--- config.mk ---
export PLATFORM = sky130hd
export DESIGN_NAME = u_wallace_pipe_mul
export DESIGN_NICKNAME = d
export VERILOG_FILES = /design/src/rtl/u_wallace_pipe_mul.sv
export SDC_FILE = /design/constraint.sdc
export NUM_CORES = 1
export LEC_CHECK = 0
export ABC_CLOCK_PERIOD_IN_PS = 2800
export CAP_MARGIN = 10
export CORE_ASPECT_RATIO = 0.7
export CORE_MARGIN = 2
export CORE_UTILIZATION = 30
export DETAILED_ROUTE_END_ITERATION = 10
export GPL_ROUTABILITY_DRIVEN = 0
export PLACE_DENSITY_LB_ADDON = 0.25
export RECOVER_POWER = 50
export SYNTH_ARGS = -nofsm -noshare
export SYNTH_HDL_FRONTEND = slang
export SYNTH_SLANG_ARGS = --single-unit
--- constraint.sdc ---
create_clock -name clk -period 2.8 [get_ports clk]
set_input_delay 0.7 -clock clk [delete_from_list [all_inputs] [get_ports clk]]
set_output_delay 0.7 -clock clk [all_outputs]
set_load 0.005 [all_outputs]
--- src/rtl/u_wallace_pipe_mul.sv ---
// Three-stage pipelined Wallace-tree multiplier with a valid/ready stream interface.
// Signed mode uses Baugh-Wooley partial products; rows are reduced by 3:2 CSA layers.
module u_wallace_pipe_mul #(
  parameter int N = 4
) (
  input  logic           clk,
  input  logic           rst,
  input  logic           in_valid,
  output logic           in_ready,
  input  logic [N-1:0]   a,
  input  logic [N-1:0]   b,
  input  logic           is_signed,
  output logic           out_valid,
  input  logic           out_ready,
  output logic [2*N-1:0] out,
  output logic           busy
);
  localparam int W = 2 * N;
  localparam int R = N + 1;

  // Number of 3:2 layers needed to bring R rows down to two.
  function automatic int num_layers(input int rows);
    int c;
    int l;
    c = rows;
    l = 0;
    while (c > 2) begin
      c = 2 * (c / 3) + (c % 3);
      l = l + 1;
    end
    return l;
  endfunction

  localparam int LAYERS = num_layers(R);

  logic         adv_s;
  logic         v1_r;
  logic         v2_r;
  logic         out_valid_r;
  logic [N-1:0] a_r;
  logic [N-1:0] b_r;
  logic         sgn_r;
  logic [W-1:0] sum_s;
  logic [W-1:0] carry_s;
  logic [W-1:0] sum_r;
  logic [W-1:0] carry_r;
  logic [W-1:0] final_s;
  logic [W-1:0] out_r;

  assign adv_s     = ~(out_valid_r & ~out_ready);
  assign in_ready  = adv_s;
  assign out_valid = out_valid_r;
  assign out       = out_r;
  assign busy      = v1_r | v2_r | out_valid_r;

  // Stage 1: capture operands on accept; an advance without accept leaves a bubble.
  always_ff @(posedge clk) begin
    if (rst) begin
      v1_r  <= 1'b0;
      a_r   <= '0;
      b_r   <= '0;
      sgn_r <= 1'b0;
    end else if (adv_s) begin
      v1_r <= in_valid;
      if (in_valid) begin
        a_r   <= a;
        b_r   <= b;
        sgn_r <= is_signed;
      end
    end
  end

  // Partial-product generation and CSA reduction down to a sum row and a carry row.
  always_comb begin : csa_tree
    logic [W-1:0] rows [R];
    logic [W-1:0] nxt  [R];
    logic         pp;
    int           cnt;
    int           ng;
    int           left;
    for (int r = 0; r < R; r++) begin
      rows[r] = '0;
      nxt[r]  = '0;
    end
    for (int i = 0; i < N; i++) begin
      for (int j = 0; j < N; j++) begin
        pp = a_r[j] & b_r[i];
        if (sgn_r && ((i == N - 1) != (j == N - 1))) begin
          rows[i][i+j] = ~pp;
        end else begin
          rows[i][i+j] = pp;
        end
      end
    end
    rows[N][N]   = sgn_r;
    rows[N][W-1] = sgn_r;
    cnt = R;
    for (int l = 0; l < LAYERS; l++) begin
      ng   = cnt / 3;
      left = cnt - 3 * ng;
      for (int r = 0; r < R; r++) begin
        nxt[r] = '0;
      end
      for (int g = 0; g < R / 3; g++) begin
        nxt[2*g]   = (g < ng) ? (rows[3*g] ^ rows[3*g+1] ^ rows[3*g+2]) : '0;
        nxt[2*g+1] = (g < ng) ? (((rows[3*g] & rows[3*g+1]) | (rows[3*g] & rows[3*g+2]) |
                                  (rows[3*g+1] & rows[3*g+2])) << 1) : '0;
      end
      for (int k = 0; k < 2; k++) begin
        if (k < left) begin
          nxt[2*ng+k] = rows[3*ng+k];
        end else begin
          pp = 1'b0;
        end
      end
      for (int r = 0; r < R; r++) begin
        rows[r] = nxt[r];
      end
      cnt = 2 * ng + left;
    end
    sum_s   = rows[0];
    carry_s = rows[1];
  end

  // Stage 2: register the two remaining rows.
  always_ff @(posedge clk) begin
    if (rst) begin
      v2_r    <= 1'b0;
      sum_r   <= '0;
      carry_r <= '0;
    end else if (adv_s) begin
      v2_r    <= v1_r;
      sum_r   <= sum_s;
      carry_r <= carry_s;
    end
  end

  // Ripple-carry final adder; the carry out of the top bit is dropped (mod 2^2N).
  always_comb begin : ripple_add
    logic c;
    c = 1'b0;
    for (int i = 0; i < W; i++) begin
      final_s[i] = sum_r[i] ^ carry_r[i] ^ c;
      c          = (sum_r[i] & carry_r[i]) | (c & (sum_r[i] ^ carry_r[i]));
    end
  end

  // Stage 3: product register; keeps its last value when no transaction arrives.
  always_ff @(posedge clk) begin
    if (rst) begin
      out_valid_r <= 1'b0;
      out_r       <= '0;
    end else if (adv_s) begin
      out_valid_r <= v2_r;
      if (v2_r) begin
        out_r <= final_s;
      end
    end
  end

endmodule
# ---- After elaboration in Yosys (flattened, before gate mapping)
# Index checks and enable logic that the tools add are counted.
dict set report op_classes {
  reduce_logical 2
  bitwise 77
  n_mux 6
}
# op n
set ops {}
lappend ops {{1-bit bitwise AND} 28}
lappend ops {{7-bit bitwise OR} 4}
lappend ops {{6-bit by 7-bit bitwise AND with 7-bit output} 2}
lappend ops {{7-bit by 5-bit bitwise AND with 7-bit output} 2}
lappend ops {{7-bit bitwise AND} 2}
lappend ops {{1-bit bitwise XOR} 13}
lappend ops {{1-bit NOT} 8}
lappend ops {{7-bit by 8-bit bitwise XOR with 8-bit output} 1}
lappend ops {{8-bit bitwise XOR} 1}
lappend ops {{1-bit bitwise OR} 7}
lappend ops {{6-bit by 7-bit bitwise XOR with 7-bit output} 1}
lappend ops {{7-bit bitwise XOR} 1}
lappend ops {{4-bit by 6-bit bitwise AND with 6-bit output} 1}
lappend ops {{5-bit by 6-bit bitwise AND with 6-bit output} 1}
lappend ops {{1-bit 2-to-1 mux} 6}
lappend ops {{5-bit by 6-bit bitwise OR with 6-bit output} 1}
lappend ops {{6-bit bitwise OR} 1}
lappend ops {{5-bit by 6-bit bitwise XOR with 6-bit output} 1}
lappend ops {{4-bit by 5-bit bitwise AND with 5-bit output} 1}
lappend ops {{4-bit by 5-bit bitwise XOR with 5-bit output} 1}
lappend ops {{2-bit AND reduction} 2}
dict set report word_totals {
  reg_bits 35
  elab_cells 94
  inputBits 13
}

# ---- Longest topological paths before layout
# Gate-level depths: netlist of run 1.
dict set report depth {
  word_depth 12
  depth_mapped 7
}

# ---- Least setup slack after synthesis of run 1
# No wires, ideal clock.
dict set report synth_timing {
  path_type {register -> register}
  from {reg sgn_r}
  to {reg sum_r[4]}
  arrival_ns 2.211
  slack_ns 0.509
  stages_incl_launch_ff 8
  setup_ns 0.079
  path_cell_list {dfxtp_1 -> buf_2 -> xnor2_1 -> fa_1 -> fa_1 -> inv_1 -> fa_1 -> a211oi_2}
}
dict set report synth_between {
  elab_chain_cells 8
}
# item line
set synth_lines {}
lappend synth_lines {{start, declared} 42} ;# logic sgn_r;
lappend synth_lines {{start signal, assigned} 68} ;# sgn_r <= is_signed;
lappend synth_lines {{1-bit 2-to-1 mux} 88} ;# if (sgn_r && ((i == N - 1) != (j == N - 1))) begin
lappend synth_lines {{4-bit by 5-bit bitwise AND with 5-bit output, or another cell as far along} 106} ;# nxt[2*g+1] = (g < ng) ? (((rows[3*g] & rows[3*g+1]) | (rows[3*g] & rows[3*g+2]) |
lappend synth_lines {{5-bit by 6-bit bitwise OR with 6-bit output or 5-bit by 6-bit bitwise XOR with 6-bit output (tied branches)} {106, 105}}
lappend synth_lines {{6-bit bitwise OR or 6-bit by 7-bit bitwise AND with 7-bit output (tied branches)} 106}
lappend synth_lines {{6-bit by 7-bit bitwise XOR with 7-bit output or 7-bit bitwise OR (tied branches)} {105, 106}}
lappend synth_lines {{7-bit bitwise XOR or 7-bit bitwise OR (tied branches)} {105, 106}}
lappend synth_lines {{7-bit by 8-bit bitwise XOR with 8-bit output} 105} ;# nxt[2*g] = (g < ng) ? (rows[3*g] ^ rows[3*g+1] ^ rows[3*g+2]) : '0;
lappend synth_lines {{8-bit bitwise XOR (*)} 105}
lappend synth_lines {{end signal, assigned} 133} ;# sum_r <= sum_s;
lappend synth_lines {{end, declared} 45} ;# logic [W-1:0] sum_r;
# Every way passes the cells marked *; elsewhere a longest branch is shown, timed or not.
# A chain may end at the register's enable or synchronous reset.

# ---- Final worst setup path of run 1
dict set report layout_timing {
  from {in out_ready}
  to {out in_ready}
}
dict set report layout_between {
  elab_chain_cells 3
}
# item line
set layout_lines {}
lappend layout_lines {{start, declared} 14} ;# input logic out_ready,
lappend layout_lines {{1-bit NOT} 50} ;# assign adv_s = ~(out_valid_r & ~out_ready);
lappend layout_lines {{1-bit bitwise AND} 50}
lappend layout_lines {{1-bit NOT (no line)} n/a}
lappend layout_lines {{end, declared} 9} ;# output logic in_ready,
# No other way between the ends.

==> results of run 1 <==
==> registers in the layout (all words and copies together), names as in the netlist <==
| signal | count |
|---|---|
| b_r | 4 |
| sgn_r | 1 |
| v1_r | 1 |
| sum_r | 8 |
| v2_r | 1 |
| a_r | 4 |
| out_valid | 1 |
| out | 8 |
| carry_r | 4 |
==> cells by family after synthesis <==
| logic type | count (synthesis) | synth area share (%) |
|---|---|---|
| and+or+nand+nor | 60 | 17.0 |
| AOI/OAI and AO/OA | 49 | 16.1 |
| DFF | 32 | 39.7 |
| buffers and inverters | 20 | 7.13 |
| adders and majority gates | 15 | 15.3 |
| xor gates and xnor gates | 7 | 4.72 |
==> worst min-delay path by stage <==
stage,startpoint,endpoint
global route,sum_r[3],sum_r[3]
detailed placement,sum_r[3],sum_r[3]
CTS,sum_r[3],sum_r[3]
global placement,sum_r[3],sum_r[3]
finish,sum_r[1],sum_r[1]
floorplan,sum_r[1],sum_r[1]
==> power breakdown <==
group	switching (W)	total (W)	internal, W	leakage (nW)
Clock	0.000185	0.000448	0.000263	0.0541
Combinational	0.0000522	0.000107	0.0000544	0.452
Sequential	0.0000171	0.000491	0.000474	0.261
Total	0.000254	0.00105	0.000791	0.767
==> per-layer routing <==
metal  vias to the layer above  global-route usage [%]
met5                         -                       0
met4                         0                    3.92
met3                         6                    4.36
li1                        655                       -
met2                        29                    18.6
met1                       586                    18.3
==> synth_stat cells <==
| cell type | count | share of area [%] |
|---|---|---|
| sky130_fd_sc_hd__nor2_1 | 2 | 0.46 |
| sky130_fd_sc_hd__xor3_1 | 1 | 1.5 |
| sky130_fd_sc_hd__a211oi_2 | 2 | 1.5 |
| sky130_fd_sc_hd__nor2b_4 | 1 | 0.85 |
| sky130_fd_sc_hd__inv_2 | 1 | 0.23 |
| sky130_fd_sc_hd__a21oi_1 | 30 | 9.3 |
| sky130_fd_sc_hd__inv_1 | 7 | 1.6 |
| sky130_fd_sc_hd__ha_1 | 7 | 5.4 |
| sky130_fd_sc_hd__xnor2_1 | 6 | 3.3 |
| sky130_fd_sc_hd__nand3_1 | 18 | 5.6 |
| sky130_fd_sc_hd__clkbuf_1 | 4 | 0.93 |
| sky130_fd_sc_hd__o21ai_0 | 17 | 5.3 |
| sky130_fd_sc_hd__buf_6 | 4 | 2.8 |
| sky130_fd_sc_hd__nand2_1 | 32 | 7.4 |
| sky130_fd_sc_hd__dfxtp_1 | 32 | 40 |
| sky130_fd_sc_hd__fa_1 | 8 | 9.9 |
| sky130_fd_sc_hd__buf_4 | 2 | 0.93 |
| sky130_fd_sc_hd__and2_1 | 6 | 2.3 |
| sky130_fd_sc_hd__buf_2 | 2 | 0.62 |
| sky130_fd_sc_hd__or3_1 | 1 | 0.39 |
==> worst min-delay path, delay by kind of cell (launching register included) <==
kind / cells / cell delay (ns)
DFF: 1 / 0.31
and+or+nand+nor: 1 / 0.05
AOI/OAI and AO/OA: 1 / 0.05
==> through the flow <==
step	cells	utilization (%)	area, um2
2_1_floorplan	183	-	1620
5_1_grt	279	38.2	2000
3_3_place_gp	271	36.1	1890
6_report	279	38.2	2000
4_1_cts	279	38.2	2000
3_5_place_dp	271	36.1	1890
==> cell type report <==
type / instances / area share (%)
Tap cell: 72 / 4.51
Sequential cell: 32 / 32.1
Inverter: 8 / 1.50
Multi-Input combinational cell: 131 / 43.0
Timing Repair Buffer: 28 / 13.3
Clock buffer: 5 / 3.45
Clock inverter: 3 / 2.13
==> cells in the final DEF, fill, tap and decap left out, types with 2 or more instances in the layout <==
cell type                         instances
sky130_fd_sc_hd__clkdlybuf4s50_1         20
sky130_fd_sc_hd__ha_1                     7
sky130_fd_sc_hd__xnor2_1                  6
sky130_fd_sc_hd__dfxtp_1                 32
sky130_fd_sc_hd__a211oi_2                 2
sky130_fd_sc_hd__nor2_1                   2
sky130_fd_sc_hd__inv_1                    7
sky130_fd_sc_hd__o21ai_0                 17
sky130_fd_sc_hd__fa_1                     8
sky130_fd_sc_hd__nand3_1                 18
sky130_fd_sc_hd__dlygate4sd3_1            3
sky130_fd_sc_hd__clkbuf_8                 5
sky130_fd_sc_hd__a21oi_1                 30
sky130_fd_sc_hd__buf_4                    4
sky130_fd_sc_hd__and2_1                   6
sky130_fd_sc_hd__nand2_1                 32
==> metrics.txt, run 1 <==
# TYPE chip_impl_metric gauge
chip_impl_metric{name="final_layout_size_suffix_gt1_share",unit="%"} 8.21
chip_impl_info{name="outcome",value="finished, final reports clean"} 1
chip_impl_metric{name="tightest_slew",unit="ns"} 0.676
chip_impl_info{name="highest_layer",value="met4"} 1
chip_impl_metric{name="sequential_cell_area",unit="um2"} 641
chip_impl_metric{name="leakagePower",unit="nW"} 0.767
chip_impl_metric{name="timing.hold.worst_path_depth",unit=""} 2
chip_impl_info{name="timing.critical_path.to",value="in_ready"} 1
chip_impl_metric{name="global_route_wire_length_before_repair",unit="um"} 6070
chip_impl_metric{name="clk_transition_reported_paths",unit="ns"} 0.08
chip_impl_metric{name="critical_path_peak_fanout",unit=""} 2
chip_impl_metric{name="cts_post_setup_buffers_inserted",unit=""} 0
chip_impl_metric{name="num-fill-cells",unit=""} 569
chip_impl_metric{name="synth_area_per_cell",unit="um2"} 8.83
chip_impl_metric{name="maximum_number_of_pins_on_one_net_before_global_route_repair",unit=""} 35
chip_impl_metric{name="port_buffers",unit=""} 23
chip_impl_metric{name="die_width",unit="um"} 91.7
chip_impl_metric{name="seq_area_frac_synth",unit="%"} 39.7
chip_impl_metric{name="power.total",unit="W"} 0.00105
chip_impl_metric{name="die_height",unit="um"} 65.4
chip_impl_metric{name="setup_tns",unit="ns"} 0
chip_impl_metric{name="vias_per_cell",unit=""} 4.57
chip_impl_info{name="worstSetupStartpointType",value="primary input"} 1
chip_impl_info{name="critical-path-top-delay-family",value="buffers and inverters"} 1
chip_impl_metric{name="route.met2.wl",unit="um"} 1270
chip_impl_metric{name="holdWs",unit="ns"} 0.455
chip_impl_metric{name="globalRoute.totalOverflow",unit=""} 0
chip_impl_metric{name="multi_input_comb_area",unit="um2"} 860
chip_impl_metric{name="pin_count",unit=""} 24
chip_impl_metric{name="area_delta_synth_final",unit="%"} 23.6
chip_impl_metric{name="cts_max_path_buffers",unit=""} 2
chip_impl_metric{name="cts_repair_resize_count",unit=""} 0
chip_impl_metric{name="worst-path-stages",unit=""} 4
chip_impl_metric{name="critPathArrivalTime",unit="ns"} 1.91
chip_impl_metric{name="critical-path-max-stage-delay",unit="ns"} 0.57
chip_impl_metric{name="critical_path_buf_inv_count",unit=""} 3
chip_impl_metric{name="vias",unit=""} 1276
chip_impl_metric{name="routedWlPerCell",unit="um"} 12.0
chip_impl_info{name="clock_tree_from_tritoncts",value="built"} 1
chip_impl_metric{name="setup.reg_to_reg.worst_slack",unit="ns"} 0.42
chip_impl_metric{name="first_global_vias",unit=""} 1290
chip_impl_metric{name="fin_ws",unit="ns"} 0.189
chip_impl_metric{name="synth_warnings",unit=""} 0
chip_impl_info{name="crit-reg2reg-launch",value="b_r[0]"} 1
chip_impl_info{name="hold_path_class",value="reg2reg"} 1
chip_impl_metric{name="critical_path_required",unit="ns"} 2.10
chip_impl_info{name="rsz0062_at_grt",value="false"} 1
chip_impl_info{name="ctsRootBufferMaster",value="sky130_fd_sc_hd__clkbuf_8"} 1
chip_impl_info{name="critPathKind",value="in2out"} 1
chip_impl_info{name="critical_path_capture_point_type",value="output port"} 1
chip_impl_metric{name="final.setup_skew",unit="ns"} 0.00951
chip_impl_metric{name="placement_rows",unit=""} 22
chip_impl_info{name="critical_path.reg2reg.endpoint",value="sum_r[4]"} 1
chip_impl_metric{name="design.core.area",unit="mm2"} 0.00523
chip_impl_metric{name="drtIter0Drc",unit=""} 55
chip_impl_metric{name="detail_route.drc_violations",unit=""} 0
chip_impl_metric{name="wirelength_met1",unit="um"} 1850
chip_impl_metric{name="antenna_found_initial",unit=""} 0
chip_impl_metric{name="reg2reg_depth",unit=""} 7
chip_impl_metric{name="route.met3.wl",unit="um"} 184
chip_impl_metric{name="netlist-cell-type-count",unit=""} 20
chip_impl_metric{name="final_net_count",unit=""} 234
chip_impl_metric{name="cts_hold_buf",unit=""} 0
chip_impl_info{name="crit_path_top_delay_cell",value="sky130_fd_sc_hd__dlygate4sd3_1"} 1
chip_impl_metric{name="timing.max_cap.violations",unit=""} 0
chip_impl_metric{name="cts.sinks",unit=""} 32
chip_impl_metric{name="setup-violations-final",unit=""} 0
chip_impl_metric{name="slew_violations",unit=""} 0
chip_impl_info{name="critical_path.cell_chain",value="dlygate4sd3_1 -> nor2b_4 -> inv_2 -> clkdlybuf4s50_1"} 1
chip_impl_metric{name="worst_relative_slew_slack",unit="%"} 54.9
chip_impl_metric{name="finalCriticalPeriod",unit="ns"} 2.61
chip_impl_metric{name="ys_seq_elements",unit=""} 32
chip_impl_metric{name="clk-insertion-delay-late",unit="ns"} 0.29
chip_impl_metric{name="routed_wirelength",unit="um"} 3340
chip_impl_metric{name="synthesis.area",unit="mm2"} 0.00162
chip_impl_metric{name="cellPowerDensity",unit="mW/mm2"} 524
chip_impl_metric{name="htree_num_levels",unit=""} 2
chip_impl_metric{name="antenna_cells_inserted",unit=""} 0
chip_impl_metric{name="final_antenna_net_count",unit=""} 0
chip_impl_metric{name="achievable-frequency",unit="GHz"} 0.383
chip_impl_metric{name="final_worst_path_period_share",unit="%"} 93.3
chip_impl_metric{name="global_route_usage_over_all_layers",unit="%"} 12.9
chip_impl_metric{name="cts-buffers-inserted",unit=""} 5
chip_impl_metric{name="start_util",unit="%"} 30.9
chip_impl_metric{name="timing_hold_violations_final",unit=""} 0
chip_impl_info{name="setup.worst_path.start",value="out_ready"} 1
chip_impl_metric{name="total_die_area",unit="mm2"} 0.00600
chip_impl_metric{name="dp_slack",unit="ns"} 0.256
chip_impl_metric{name="drt_first_pass_iters",unit=""} 4
chip_impl_metric{name="worst_ir_drop_vdd",unit="mV"} 0.202
chip_impl_metric{name="synthesized_netlist_net_count",unit=""} 211
chip_impl_metric{name="post_synthesis_cells",unit=""} 183
chip_impl_metric{name="place.detailed.hpwl",unit="um"} 2330
(Power assumes the default switching activity.)
==> run 2, diff against run 1 <==
Settings changed: ABC_CLOCK_PERIOD_IN_PS 2800 to 3400.
Clock period 2.8 ns to 3.4 ns, I/O delays scaled along.
==> metrics.txt, run 2 (synthesis results as in run 1) <==
# TYPE chip_impl_metric gauge
chip_impl_info{name="rsz0062_at_grt",value="false"} 1
chip_impl_metric{name="cts_hold_buf",unit=""} 0
chip_impl_metric{name="start_util",unit="%"} 30.9
chip_impl_metric{name="route.met3.wl",unit="um"} 158
chip_impl_metric{name="fin_util",unit="%"} 37.3
chip_impl_metric{name="intPower",unit="W"} 0.000598
chip_impl_info{name="highest_layer",value="met4"} 1
chip_impl_metric{name="vias",unit=""} 1255
chip_impl_metric{name="multi_input_comb_area",unit="um2"} 852
chip_impl_metric{name="htree_num_levels",unit=""} 2
chip_impl_metric{name="achievable-frequency",unit="GHz"} 0.335
chip_impl_metric{name="critical_path_required",unit="ns"} 2.55
chip_impl_metric{name="fin_ws",unit="ns"} 0.419
chip_impl_metric{name="finalCriticalPeriod",unit="ns"} 2.98
chip_impl_metric{name="timing.hold.worst_path_depth",unit=""} 2
chip_impl_metric{name="critPathArrivalTime",unit="ns"} 2.13
chip_impl_info{name="worstSetupStartpointType",value="primary input"} 1
chip_impl_metric{name="worst_relative_slew_slack",unit="%"} 4.20
chip_impl_metric{name="timing.max_cap.violations",unit=""} 0
chip_impl_metric{name="cellPowerDensity",unit="mW/mm2"} 404
chip_impl_metric{name="final_worst_path_period_share",unit="%"} 87.7
chip_impl_metric{name="drt_first_pass_iters",unit=""} 4
chip_impl_metric{name="routedWlPerCell",unit="um"} 11.9
chip_impl_metric{name="global_route_usage_over_all_layers",unit="%"} 12.5
chip_impl_metric{name="power.total",unit="W"} 0.000789
chip_impl_metric{name="total_die_area",unit="mm2"} 0.00600
chip_impl_metric{name="sw_frac_of_total",unit="%"} 24.2
chip_impl_metric{name="dp_slack",unit="ns"} 0.557
chip_impl_metric{name="first_global_vias",unit=""} 1239
chip_impl_info{name="outcome",value="finished, final reports clean"} 1
chip_impl_metric{name="worst_ir_drop_vdd",unit="mV"} 0.161
chip_impl_metric{name="final_net_count",unit=""} 232
chip_impl_metric{name="power.net_switching",unit="W"} 0.000191
chip_impl_metric{name="num-fill-cells",unit=""} 561
chip_impl_metric{name="placement_rows",unit=""} 22
chip_impl_metric{name="comb_power_share",unit="%"} 10.6
chip_impl_metric{name="holdWs",unit="ns"} 0.456
chip_impl_metric{name="die_width",unit="um"} 91.7
chip_impl_metric{name="sequential_cell_area",unit="um2"} 641
chip_impl_info{name="clock_tree_from_tritoncts",value="built"} 1
chip_impl_info{name="ctsRootBufferMaster",value="sky130_fd_sc_hd__clkbuf_8"} 1
chip_impl_info{name="crit-reg2reg-launch",value="sgn_r"} 1
chip_impl_metric{name="antenna_found_initial",unit=""} 0
chip_impl_metric{name="vias_per_cell",unit=""} 4.53
chip_impl_metric{name="pin_count",unit=""} 24
chip_impl_info{name="timing.hold.worst.start",value="sum_r[2]"} 1
chip_impl_info{name="critPathKind",value="in2out"} 1
chip_impl_metric{name="cts.sinks",unit=""} 32
chip_impl_metric{name="cts_post_setup_buffers_inserted",unit=""} 0
chip_impl_metric{name="critical_path_peak_fanout",unit=""} 2
chip_impl_metric{name="routed_wirelength",unit="um"} 3280
chip_impl_metric{name="reg2reg_depth",unit=""} 6
chip_impl_metric{name="final.setup_skew",unit="ns"} 0.00259
chip_impl_info{name="hold_path_class",value="reg2reg"} 1
chip_impl_metric{name="timing_hold_violations_final",unit=""} 0
chip_impl_metric{name="final_layout_size_suffix_gt1_share",unit="%"} 4.88
chip_impl_metric{name="port_buffers",unit=""} 23
chip_impl_metric{name="cts_max_path_buffers",unit=""} 2
chip_impl_metric{name="clockPowerShare",unit="%"} 38.0
chip_impl_metric{name="detail_route.drc_violations",unit=""} 0
chip_impl_metric{name="die_height",unit="um"} 65.4
chip_impl_metric{name="area_delta_synth_final",unit="%"} 20.8
chip_impl_metric{name="cts_repair_resize_count",unit=""} 0
chip_impl_metric{name="antenna_cells_inserted",unit=""} 0
chip_impl_metric{name="tightest_slew",unit="ns"} 1.44
chip_impl_metric{name="setup_tns",unit="ns"} 0
chip_impl_metric{name="clk_transition_reported_paths",unit="ns"} 0.06
chip_impl_metric{name="leakagePower",unit="nW"} 0.748
chip_impl_info{name="critical_path_capture_point_type",value="output port"} 1
chip_impl_metric{name="design.core.area",unit="mm2"} 0.00523
chip_impl_metric{name="cts-buffers-inserted",unit=""} 5
chip_impl_metric{name="maximum_number_of_pins_on_one_net_before_global_route_repair",unit=""} 35
chip_impl_metric{name="setup-violations-final",unit=""} 0
chip_impl_info{name="final_cell_mix",value="sky130_fd_sc_hd__nand2_1 (32), sky130_fd_sc_hd__dfxtp_1 (32), sky130_fd_sc_hd__a21oi_1 (30)"} 1
chip_impl_info{name="setup.worst_path.start",value="out_ready"} 1
chip_impl_metric{name="final_antenna_net_count",unit=""} 0
chip_impl_metric{name="drtIter0Drc",unit=""} 68
chip_impl_metric{name="p_seq_share",unit="%"} 51.4
chip_impl_metric{name="clk-insertion-delay-late",unit="ns"} 0.28
chip_impl_metric{name="wirelength_met1",unit="um"} 1790
chip_impl_metric{name="route.met2.wl",unit="um"} 1270
chip_impl_metric{name="global_route_wire_length_before_repair",unit="um"} 5800
chip_impl_metric{name="slew_violations",unit=""} 0
chip_impl_metric{name="place.detailed.hpwl",unit="um"} 2320
chip_impl_metric{name="globalRoute.totalOverflow",unit=""} 0
run 2: area by class of cell:
type	instances	area share, %
Clock buffer	8	4.62
Multi-Input combinational cell	131	43.7
Inverter	8	1.54
Sequential cell	32	32.8
Timing Repair Buffer	26	12.8
Tap cell	72	4.62
run 2: through the flow:
step / std cells / area (um2)
floorplan: 183 / 1620
global placement: 269 / 1870
global route: 277 / 1950
detailed placement: 269 / 1870
finish: 277 / 1950
CTS: 277 / 1960
run 2: power groups by stage:
stage	Combinational, W	Clock [W]	Sequential, W
after CTS	0.0000863	0.000311	0.000406
after detailed placement	0.0000859	0	0.000414
after global placement	0.0000863	0	0.000414
final	0.0000837	0.000300	0.000406
after floorplan	0.0000583	0	0.000407
after global routing	0.0000966	0.000327	0.000408
run 2: routing by layer:
layer  up-vias  track usage (%)
met1       566             18.1
li1        654                -
met5         -                0
met3         7             3.67
met4         0             5.60
met2        28             16.9
run 2: worst paths after layout:
kind              endpoint  slack (ns)
setup / recovery  in_ready        0.42
hold / removal    sum_r[2]        0.46
setup reg to reg  sum_r[4]        0.92
hold reg to reg   sum_r[2]        0.46
run 2: critical path: stages:
cell	delay, ns
sky130_fd_sc_hd__dlygate4sd3_1	0.53
sky130_fd_sc_hd__nor2b_1	0.16
sky130_fd_sc_hd__inv_1	0.13
sky130_fd_sc_hd__clkdlybuf4s50_1	0.46
